===== src/rtl/cpu_monitor_pkg.sv =====
// Shared types and constants for the CPU run monitor and its trace buffer.
package cpu_monitor_pkg;

    typedef enum logic [1:0] {IDLE, RUN, HALT, DUMP} mon_state_e;

    localparam logic [1:0] CAUSE_NONE    = 2'b00;
    localparam logic [1:0] CAUSE_TRAP    = 2'b01;
    localparam logic [1:0] CAUSE_TIMEOUT = 2'b10;

    localparam logic [31:0] TRAP_DEFAULT = 32'h44000300;

    typedef struct packed {
        logic [31:0] pc;
        logic [31:0] instr;
    } trace_entry_t;

endpackage


===== src/rtl/trace_ring_buffer.sv =====
// Circular trace store: keeps the last DEPTH writes and replays them oldest first.
module trace_ring_buffer #(
    parameter int DEPTH = 16,
    parameter int WIDTH = 64
) (
    input  logic                     clock,
    input  logic                     reset,
    input  logic                     wr_en,
    input  logic [WIDTH-1:0]         wr_data,
    input  logic                     rd_start,
    input  logic                     rd_adv,
    output logic [WIDTH-1:0]         rd_data,
    output logic [$clog2(DEPTH):0]   fill,
    output logic                     rd_last
);
    localparam int AW = $clog2(DEPTH);
    localparam logic [AW:0] FULL = (AW+1)'(DEPTH);

    logic [WIDTH-1:0] mem [DEPTH];
    logic [AW-1:0]    wr_ptr, rd_ptr, rd_cnt;

    // Storage needs no reset: fill gates what is ever read out.
    always_ff @(posedge clock)
        if (wr_en) mem[wr_ptr] <= wr_data;

    always_ff @(posedge clock or posedge reset) begin
        if (reset) begin
            wr_ptr <= '0;
            fill   <= '0;
            rd_ptr <= '0;
            rd_cnt <= '0;
        end else begin
            if (wr_en) begin
                wr_ptr <= wr_ptr + AW'(1);
                if (fill != FULL) fill <= fill + (AW+1)'(1);
            end
            // When full, wr_ptr - DEPTH wraps back to wr_ptr, the oldest slot.
            if (rd_start) begin
                rd_ptr <= wr_ptr - fill[AW-1:0];
                rd_cnt <= '0;
            end else if (rd_adv) begin
                rd_ptr <= rd_ptr + AW'(1);
                rd_cnt <= rd_cnt + AW'(1);
            end
        end
    end

    assign rd_data = mem[rd_ptr];
    assign rd_last = ({1'b0, rd_cnt} == fill - (AW+1)'(1));

endmodule


===== src/rtl/cpu_run_monitor.sv =====
// Run-control monitor beside the CPU core: trap/watchdog halt, cycle and
// retire counters, and a post-halt trace drain over valid/ready.
module cpu_run_monitor
    import cpu_monitor_pkg::*;
#(
    parameter int          DEPTH     = 16,
    parameter int          CNT_W     = 32,
    parameter int          TIMEOUT   = 150,
    parameter logic [31:0] TRAP_WORD = TRAP_DEFAULT
) (
    input  logic             clock,
    input  logic             reset,
    input  logic             run_en,
    input  logic             instr_valid,
    input  logic [31:0]      instr,
    input  logic [31:0]      pc,
    output logic             halt,
    output logic [1:0]       halt_cause,
    output logic [CNT_W-1:0] cycle_count,
    output logic [CNT_W-1:0] instr_count,
    input  logic             dump_req,
    output logic             dump_valid,
    input  logic             dump_ready,
    output logic [31:0]      dump_pc,
    output logic [31:0]      dump_instr,
    output logic             dump_last
);
    localparam int AW = $clog2(DEPTH);
    localparam logic [CNT_W-1:0] CNT_MAX = '1;
    localparam logic [CNT_W-1:0] TO_LAST = CNT_W'(TIMEOUT > 0 ? TIMEOUT - 1 : 0);

    mon_state_e   state, state_nxt;
    logic [1:0]   cause_nxt;
    logic         active, retire, trap, timeout, start_dump, accept, rd_last;
    logic [AW:0]  fill;
    trace_entry_t wr_entry, rd_entry;

    assign active     = (state == RUN) && run_en;
    assign retire     = active && instr_valid;
    assign trap       = retire && (instr == TRAP_WORD);
    assign timeout    = active && (TIMEOUT != 0) && (cycle_count == TO_LAST);
    assign dump_valid = (state == DUMP);
    assign accept     = dump_valid && dump_ready;
    assign start_dump = (state == HALT) && dump_req && (fill != '0);
    assign halt       = (state == HALT) || (state == DUMP);
    assign wr_entry   = '{pc: pc, instr: instr};

    always_comb begin
        state_nxt = state;
        cause_nxt = halt_cause;
        case (state)
            IDLE: if (run_en) state_nxt = RUN;
            RUN: begin
                // Trap takes priority over a coincident watchdog expiry.
                if (trap) begin
                    state_nxt = HALT;
                    cause_nxt = CAUSE_TRAP;
                end else if (timeout) begin
                    state_nxt = HALT;
                    cause_nxt = CAUSE_TIMEOUT;
                end
            end
            HALT: if (start_dump) state_nxt = DUMP;
            DUMP: if (accept && rd_last) state_nxt = HALT;
            default: state_nxt = IDLE;
        endcase
    end

    always_ff @(posedge clock or posedge reset) begin
        if (reset) begin
            state       <= IDLE;
            halt_cause  <= CAUSE_NONE;
            cycle_count <= '0;
            instr_count <= '0;
        end else begin
            state      <= state_nxt;
            halt_cause <= cause_nxt;
            if (active && cycle_count != CNT_MAX) cycle_count <= cycle_count + CNT_W'(1);
            if (retire && instr_count != CNT_MAX) instr_count <= instr_count + CNT_W'(1);
        end
    end

    trace_ring_buffer #(.DEPTH(DEPTH), .WIDTH(64)) u_ring (
        .clock    (clock),
        .reset    (reset),
        .wr_en    (retire),
        .wr_data  (wr_entry),
        .rd_start (start_dump),
        .rd_adv   (accept),
        .rd_data  (rd_entry),
        .fill     (fill),
        .rd_last  (rd_last)
    );

    assign dump_pc    = dump_valid ? rd_entry.pc    : '0;
    assign dump_instr = dump_valid ? rd_entry.instr : '0;
    assign dump_last  = dump_valid && rd_last;

endmodule


===== config.mk =====
export PLATFORM = sky130hd
export DESIGN_NAME = cpu_run_monitor
export DESIGN_NICKNAME = d
export VERILOG_FILES = /design/src/rtl/cpu_monitor_pkg.sv /design/src/rtl/trace_ring_buffer.sv /design/src/rtl/cpu_run_monitor.sv
export SDC_FILE = /design/constraint.sdc
export NUM_CORES = 1
export LEC_CHECK = 0
export CELL_PAD_IN_SITES_DETAIL_PLACEMENT = 1
export CELL_PAD_IN_SITES_GLOBAL_PLACEMENT = 1
export CORE_ASPECT_RATIO = 1.1
export CORE_MARGIN = 4
export CORE_UTILIZATION = 55
export DETAILED_ROUTE_END_ITERATION = 10
export PLACE_DENSITY_LB_ADDON = 0.1
export REMOVE_ABC_BUFFERS = 1
export SYNTH_ARGS = -nofsm -noshare
export SYNTH_HDL_FRONTEND = slang
export SYNTH_HIERARCHICAL = 1
export SYNTH_SLANG_ARGS = --single-unit
export TNS_END_PERCENT = 20

===== constraint.sdc =====
create_clock -name clock -period 9.5 [get_ports clock]
set_clock_uncertainty 0.15 [all_clocks]
set_input_delay 1.9 -clock clock [delete_from_list [all_inputs] [get_ports clock]]
set_output_delay 1.9 -clock clock [all_outputs]
set_load 0.02 [all_outputs]

==> reports/results.ini, run 1 <==
[status]
status = finished clean

[synth]
netlist_area_mm2 = 0.0442
syn_area_per_cell_um2 = 18.5
synth_edf_count = 1024
synth_top_cell_by_area = edfxtp_1
synth.most_common_cell = edfxtp_1
synth_top_area_share_pct = 69.6
ys.flop_type = edfxtp_1
netlist_instances = 2385
synthArstFlopShare_pct = 7.66
yosysWarningCount = 6
synth.top_cells.by_count = edfxtp_1, mux2i_1, a221oi_1, mux4_2, nand2_1
seq_area_frac_synth_pct = 74.5
yosys_register_bits = 1109
ys_types = 55
synthTopCellsByArea = edfxtp_1, mux4_2, mux2i_1

[timing]
finalSetupViolations = 0
grt_setup_unrepaired = false
hold_viol = 0
tns_ns = 0
fmaxAchievable_ghz = 0.146
slew_viol_final = 0
period_share_pct = 72.1
layout_min_cycle_time_ns = 6.85
worstMarginPinSlew_ns = 1.14
maxSlewHeadroom_pct = 23.0

[setup_path]
worstPathRequired_ns = 7.45
cp-start-kind = register
worstSetupPathType = register to primary output
critPathSlowestCell = buf_4
crit_buf_inv = 3
worst_setup_path_end_kind = primary output
path_cells = buf_12, and2_4, buf_4, a221oi_1, o21ai_0, nand2_1, and3_1, clkdlybuf4s50_1
crit_family = buffers and inverters
crit_fanout = 118
slowest_delay_ns = 0.80
worst_ep_arrival_time_ns = 4.80

[clock_tree]
h-tree-depth = 3
hold_buffers = 0
root_buffer = clkbuf_16
clockBufferDepth = 3
clock-sinks = 1109
numCtsBuffers = 107
cts_setup_buffers = 0
cts_tree = yes
clk_pin_slew_ns = 0.06
clkLatencyLatePin_ns = 0.67
ctsResizeCount = 0

[floorplan]
die_x_um = 278
fp.coreArea_mm2 = 0.0792
io_pins = 203
die-height_um = 305
die_area_mm2 = 0.0849
initial_utilization_pct = 55.8
rows = 108

[detailed_routing]
firstDrtPassIters = 6
ant_nets = 0
vias = 23900
drtIter0Drc = 2310
drc_errors = 0
avgRoutedWirePerCell_um = 30.4
routed_via_density = 6.39
wl_um = 114000

[placement]
io_buffers = 202
placed_area_mm2 = 0.0471
place.gp.congestion = 0.773
dp_hpwl_um = 59900

[grt]
grt_pass1_vias = 26400
antenna_found_initial = 6
gr-total-overflow = 0
grt_max_degree = 119
grt_use_total_pct = 26.8
grt_pass1_wl_um = 171000

[power_and_ir_drop]
ir_drop_mv = 0.148
leakagePower_nw = 16.2
power.density_mw_per_mm2 = 210
total_power_mw = 10.6

[flow_run]
cap_violations = 0

[layout]
stdcell_area_mm2 = 0.0505
syn_to_final_growth_pct = 14.4
fillers = 6693
nets = 2683
drive_above_1_share_pct = 13.2

[worst_hold_path]
hp-class = register to register

==> metrics by stage <==
step	std cells	utilization, %	hold WS, ns	worst slack, ns
after global placement	3534	59.5	0.315	3.40
after floorplan	2255	-	0.349	-6.84
after CTS	3731	63.8	0.342	2.62
after detailed placement	3534	59.5	0.329	3.39
after global routing	3733	63.8	0.369	2.49
final	3737	63.8	0.336	2.65
==> placed cells by master (no fill, tap or decap), types with 6 or more instances in the layout <==
master           instances
ha_1                    14
xnor2_1                 42
nand4_1                 28
and2_4                  17
diode_2                  6
clkbuf_16              108
nor4b_1                  7
bufinv_16               11
clkdlybuf4s50_1        202
o21ai_0                 70
clkinv_1                16
mux2i_1                262
nor2_1                  38
mux4_2                 128
clkbuf_1                24
and3_1                  74
nor3_1                  15
nand3_1                 27
clkinv_2                26
a22oi_1                 64
edfxtp_1              1024
a21oi_1                  7
dfrtp_1                 79
nand2_1                101
a221oi_1               128
inv_1                   20
xor2_1                  34
nor4_1                  16
buf_4                   28
==> per-layer routing <==
| layer | part of all wire, % | vias up | global-route usage [%] | wire length (µm) |
|---|---|---|---|---|
| met5 | 0.011 | - | 0 | 13 |
| met4 | 1.7 | 2 | 6.76 | 1910 |
| met3 | 7.0 | 147 | 4.53 | 8000 |
| met2 | 52 | 934 | 45.9 | 58600 |
| met1 | 40 | 12700 | 36.2 | 45100 |
| li1 | - | 10100 | - | - |
==> area by class of cell <==
| class | instances | area (µm²) | share of cell area [%] |
|---|---|---|---|
| clock buffers | 134 | 2820 | 5.58 |
| flip-flops and latches | 1109 | 32900 | 65.1 |
| clock inverters | 63 | 613 | 1.21 |
| multi-input cells | 1124 | 10500 | 20.7 |
| well taps | 1045 | 1310 | 2.59 |
| repair buffers | 234 | 2310 | 4.58 |
| inverters | 22 | 83.8 | 0.166 |
| diodes | 6 | 15.0 | 0.0297 |
==> path summary, 6_finish.rpt <==
check / slack, ns / cells past startpoint / from / end
max: 2.65 / 8 / u_ring/rd_ptr[1] / dump_instr[2]
min: 0.34 / 1 / instr_count[12] / instr_count[12]
max reg2reg: 5.51 / 5 / state[1] / u_ring/mem[2][25]
min reg2reg: 0.34 / 1 / instr_count[12] / instr_count[12]
max in group asynchronous: 6.85 / 3 / reset / state[1]
min in group asynchronous: 1.59 / 2 / reset / u_ring/rd_cnt[3]
==> state kept, by name, indices dropped and copies added (netlist names) <==
register       count
cycle_count       32
u_ring/rd_cnt      4
u_ring/fill        5
halt_cause         2
u_ring/rd_ptr      4
instr_count       32
state              2
u_ring/mem      1024
u_ring/wr_ptr      4
==> cell families after synthesis <==
group	synth area share [%]
buf+inv	1.91
xor+xnor	1.51
flops	74.5
fa+ha+maj	0.442
compound gates	4.72
simple gates	4.44
mux	12.5
==> power breakdown <==
part	internal (mW)	switching (mW)	total [mW]
clock network	2.40	1.79	4.19
registers	5.61	0.133	5.74
logic	0.222	0.437	0.659
Note: power is estimated with default switching activity, not from simulation.
==> inputs of run 2 (changes only) <==
- CORE_UTILIZATION: 55 -> 47
- clock period: 9.5 -> 5.88 ns (I/O delays scaled with it)
==> run 2 against run 1 <==
Core utilization fell by 8.7 points. Wire length shrank 0.35%. Power increased by 62%. Combinational power grew 65%. Register-to-register slack worse by 3.6 ns. Sequential cell count stayed put. Global-route usage shrank 3.9 points. Non-clock buffer count rose by 18. Via count decreased by 0.52%. Sequential share of layout area shrank 0.79 points. Die area rose by 17%. Sequential power up 61%. Critical endpoint is now dump_instr[30].
==> reports/results.ini, run 2 (synthesis gave the netlist of run 1 again) <==
[setup_path]
worst_setup_path_end_kind = primary output
worstPathRequired_ns = 4.55
path_cells = nor2b_4, buf_4, a221oi_1, a22oi_1, nand2_1, and3_1, clkdlybuf4s50_1
worstSetupPathType = register to primary output
critPathSlowestCell = dfrtp_4
reg2reg_to = u_ring/mem[2][42]
cp-start-kind = register
r2r-start = state[1]
r2r_cells = 4
slowest_delay_ns = 0.75
worst_ep_arrival_time_ns = 3.84
crit_buf_inv = 2
r2r_slack_ns = 1.86
crit_family = buffers and inverters
crit_fanout = 58

[clock_tree]
ctsResizeCount = 0
clock-sinks = 1109
clkLatencyLatePin_ns = 0.66
numCtsBuffers = 111
cts_setup_buffers = 0
root_buffer = clkbuf_16
hold_buffers = 0
h-tree-depth = 3
clockBufferDepth = 3
cts_tree = yes
clk_pin_slew_ns = 0.06

[status]
status = finished clean

[power_and_ir_drop]
swShare_pct = 22.2
internal_power_mw = 13.3
power.density_mw_per_mm2 = 335
leakagePower_nw = 16.4
ir_drop_mv = 0.251
power_frac_comb_pct = 6.3
p_switching_mw = 3.81
seqPwrFrac_pct = 54.0
clockPowerShare_pct = 39.6

[floorplan]
fp.coreArea_mm2 = 0.0928
rows = 117
initial_utilization_pct = 47.6
die_area_mm2 = 0.0989
die_x_um = 300
io_pins = 203
die-height_um = 329

[layout]
largest_register_ffs = 1024
utilization_pct = 55.1
nets = 2705
layout_commonest_cell = edfxtp_1
mostFrequentLayoutCells = edfxtp_1, mux2i_1, clkdlybuf4s50_1
fin_cells = 3964
reg_top3 = u_ring/mem: 1024 flops, cycle_count: 32 flops, instr_count: 32 flops
drive_above_1_share_pct = 13.8
largest-register = u_ring/mem
fillers = 8332
syn_to_final_growth_pct = 15.9

[worst_hold_path]
min_path_cells = 1
hp-class = register to register
hold_start = instr_count[12]
min_to = instr_count[12]

[timing]
finalSetupViolations = 0
maxSlewHeadroom_pct = 19.1
layout_min_cycle_time_ns = 5.17
fmaxAchievable_ghz = 0.194
hold_viol = 0
slew_viol_final = 0
worst_hold_slack_ns = 0.350
grt_setup_unrepaired = false
worstMarginPinSlew_ns = 1.21
period_share_pct = 87.9

[placement]
io_buffers = 202
place.gp.congestion = 0.801
dp_hpwl_um = 62200
placed_cells = 3756

[grt]
grt_pass1_wl_um = 168000
grt_use_total_pct = 22.9
antenna_found_initial = 7
grt_pass1_vias = 25700
gr-total-overflow = 0
grt_max_degree = 76

[detailed_routing]
drtIter0Drc = 1989
wl_met1_um = 46800
drc_errors = 0
firstDrtPassIters = 6
wl_met2_um = 56800
top_layer_used = met5
vias = 23800
wl_met3_um = 7500
routed_via_density = 5.99
avgRoutedWirePerCell_um = 28.6
wl_um = 113000
ant_nets = 0

[flow_run]
cap_violations = 0

run 2: metrics by stage:
step / worst slack, ns / TNS [ns] / total power [mW] / instance area, µm²
finish: 0.713 / 0 / 17.1 / 51200
global route: 0.550 / 0 / 17.8 / 51100
CTS: 0.675 / 0 / 17.3 / 51100
detailed placement: 1.12 / 0 / 10.5 / 47700
global placement: 1.30 / 0 / 10.4 / 47700
floorplan: -9.74 / -655.26 / 9.91 / 43400
run 2: how the worst max path moves through the flow:
stage	from	end	slack, ns	depth (start not counted)
2_1_floorplan	u_ring/rd_ptr[0]	dump_instr[0]	-9.74	4
3_3_place_gp	run_en	u_ring/mem[1][20]	1.30	5
3_5_place_dp	run_en	u_ring/mem[2][20]	1.12	5
4_1_cts	u_ring/rd_ptr[3]	dump_instr[2]	0.67	8
5_1_grt	u_ring/rd_ptr[3]	dump_instr[2]	0.55	8
6_report	u_ring/rd_ptr[1]	dump_instr[30]	0.71	7
run 2: area by class of cell:
class,instances,area [µm²],share of cell area (%)
clock buffer,139,2950,5.77
inverter,22,83.8,0.164
clock inverter,65,532,1.04
timing repair buffer,252,2640,5.15
antenna,4,10.0,0.0196
multi-input combinational,1124,10500,20.5
tap,1249,1560,3.05
sequential,1109,32900,64.3
run 2: metal layers:
layer | global-route usage (%) | vias to the layer above
li1 | - | 10200
met1 | 30.8 | 12700
met2 | 38.9 | 710
met3 | 4.45 | 133
met4 | 5.43 | 8
met5 | 0 | -
run 2: power by group through the flow:
stage / Combinational [mW] / Clock (mW) / Sequential [mW]
2_1_floorplan: 0.487 / 0 / 9.43
3_3_place_gp: 1.05 / 0 / 9.39
3_5_place_dp: 1.10 / 0 / 9.42
4_1_cts: 1.10 / 6.95 / 9.26
5_1_grt: 1.17 / 7.31 / 9.29
6_report: 1.09 / 6.80 / 9.26
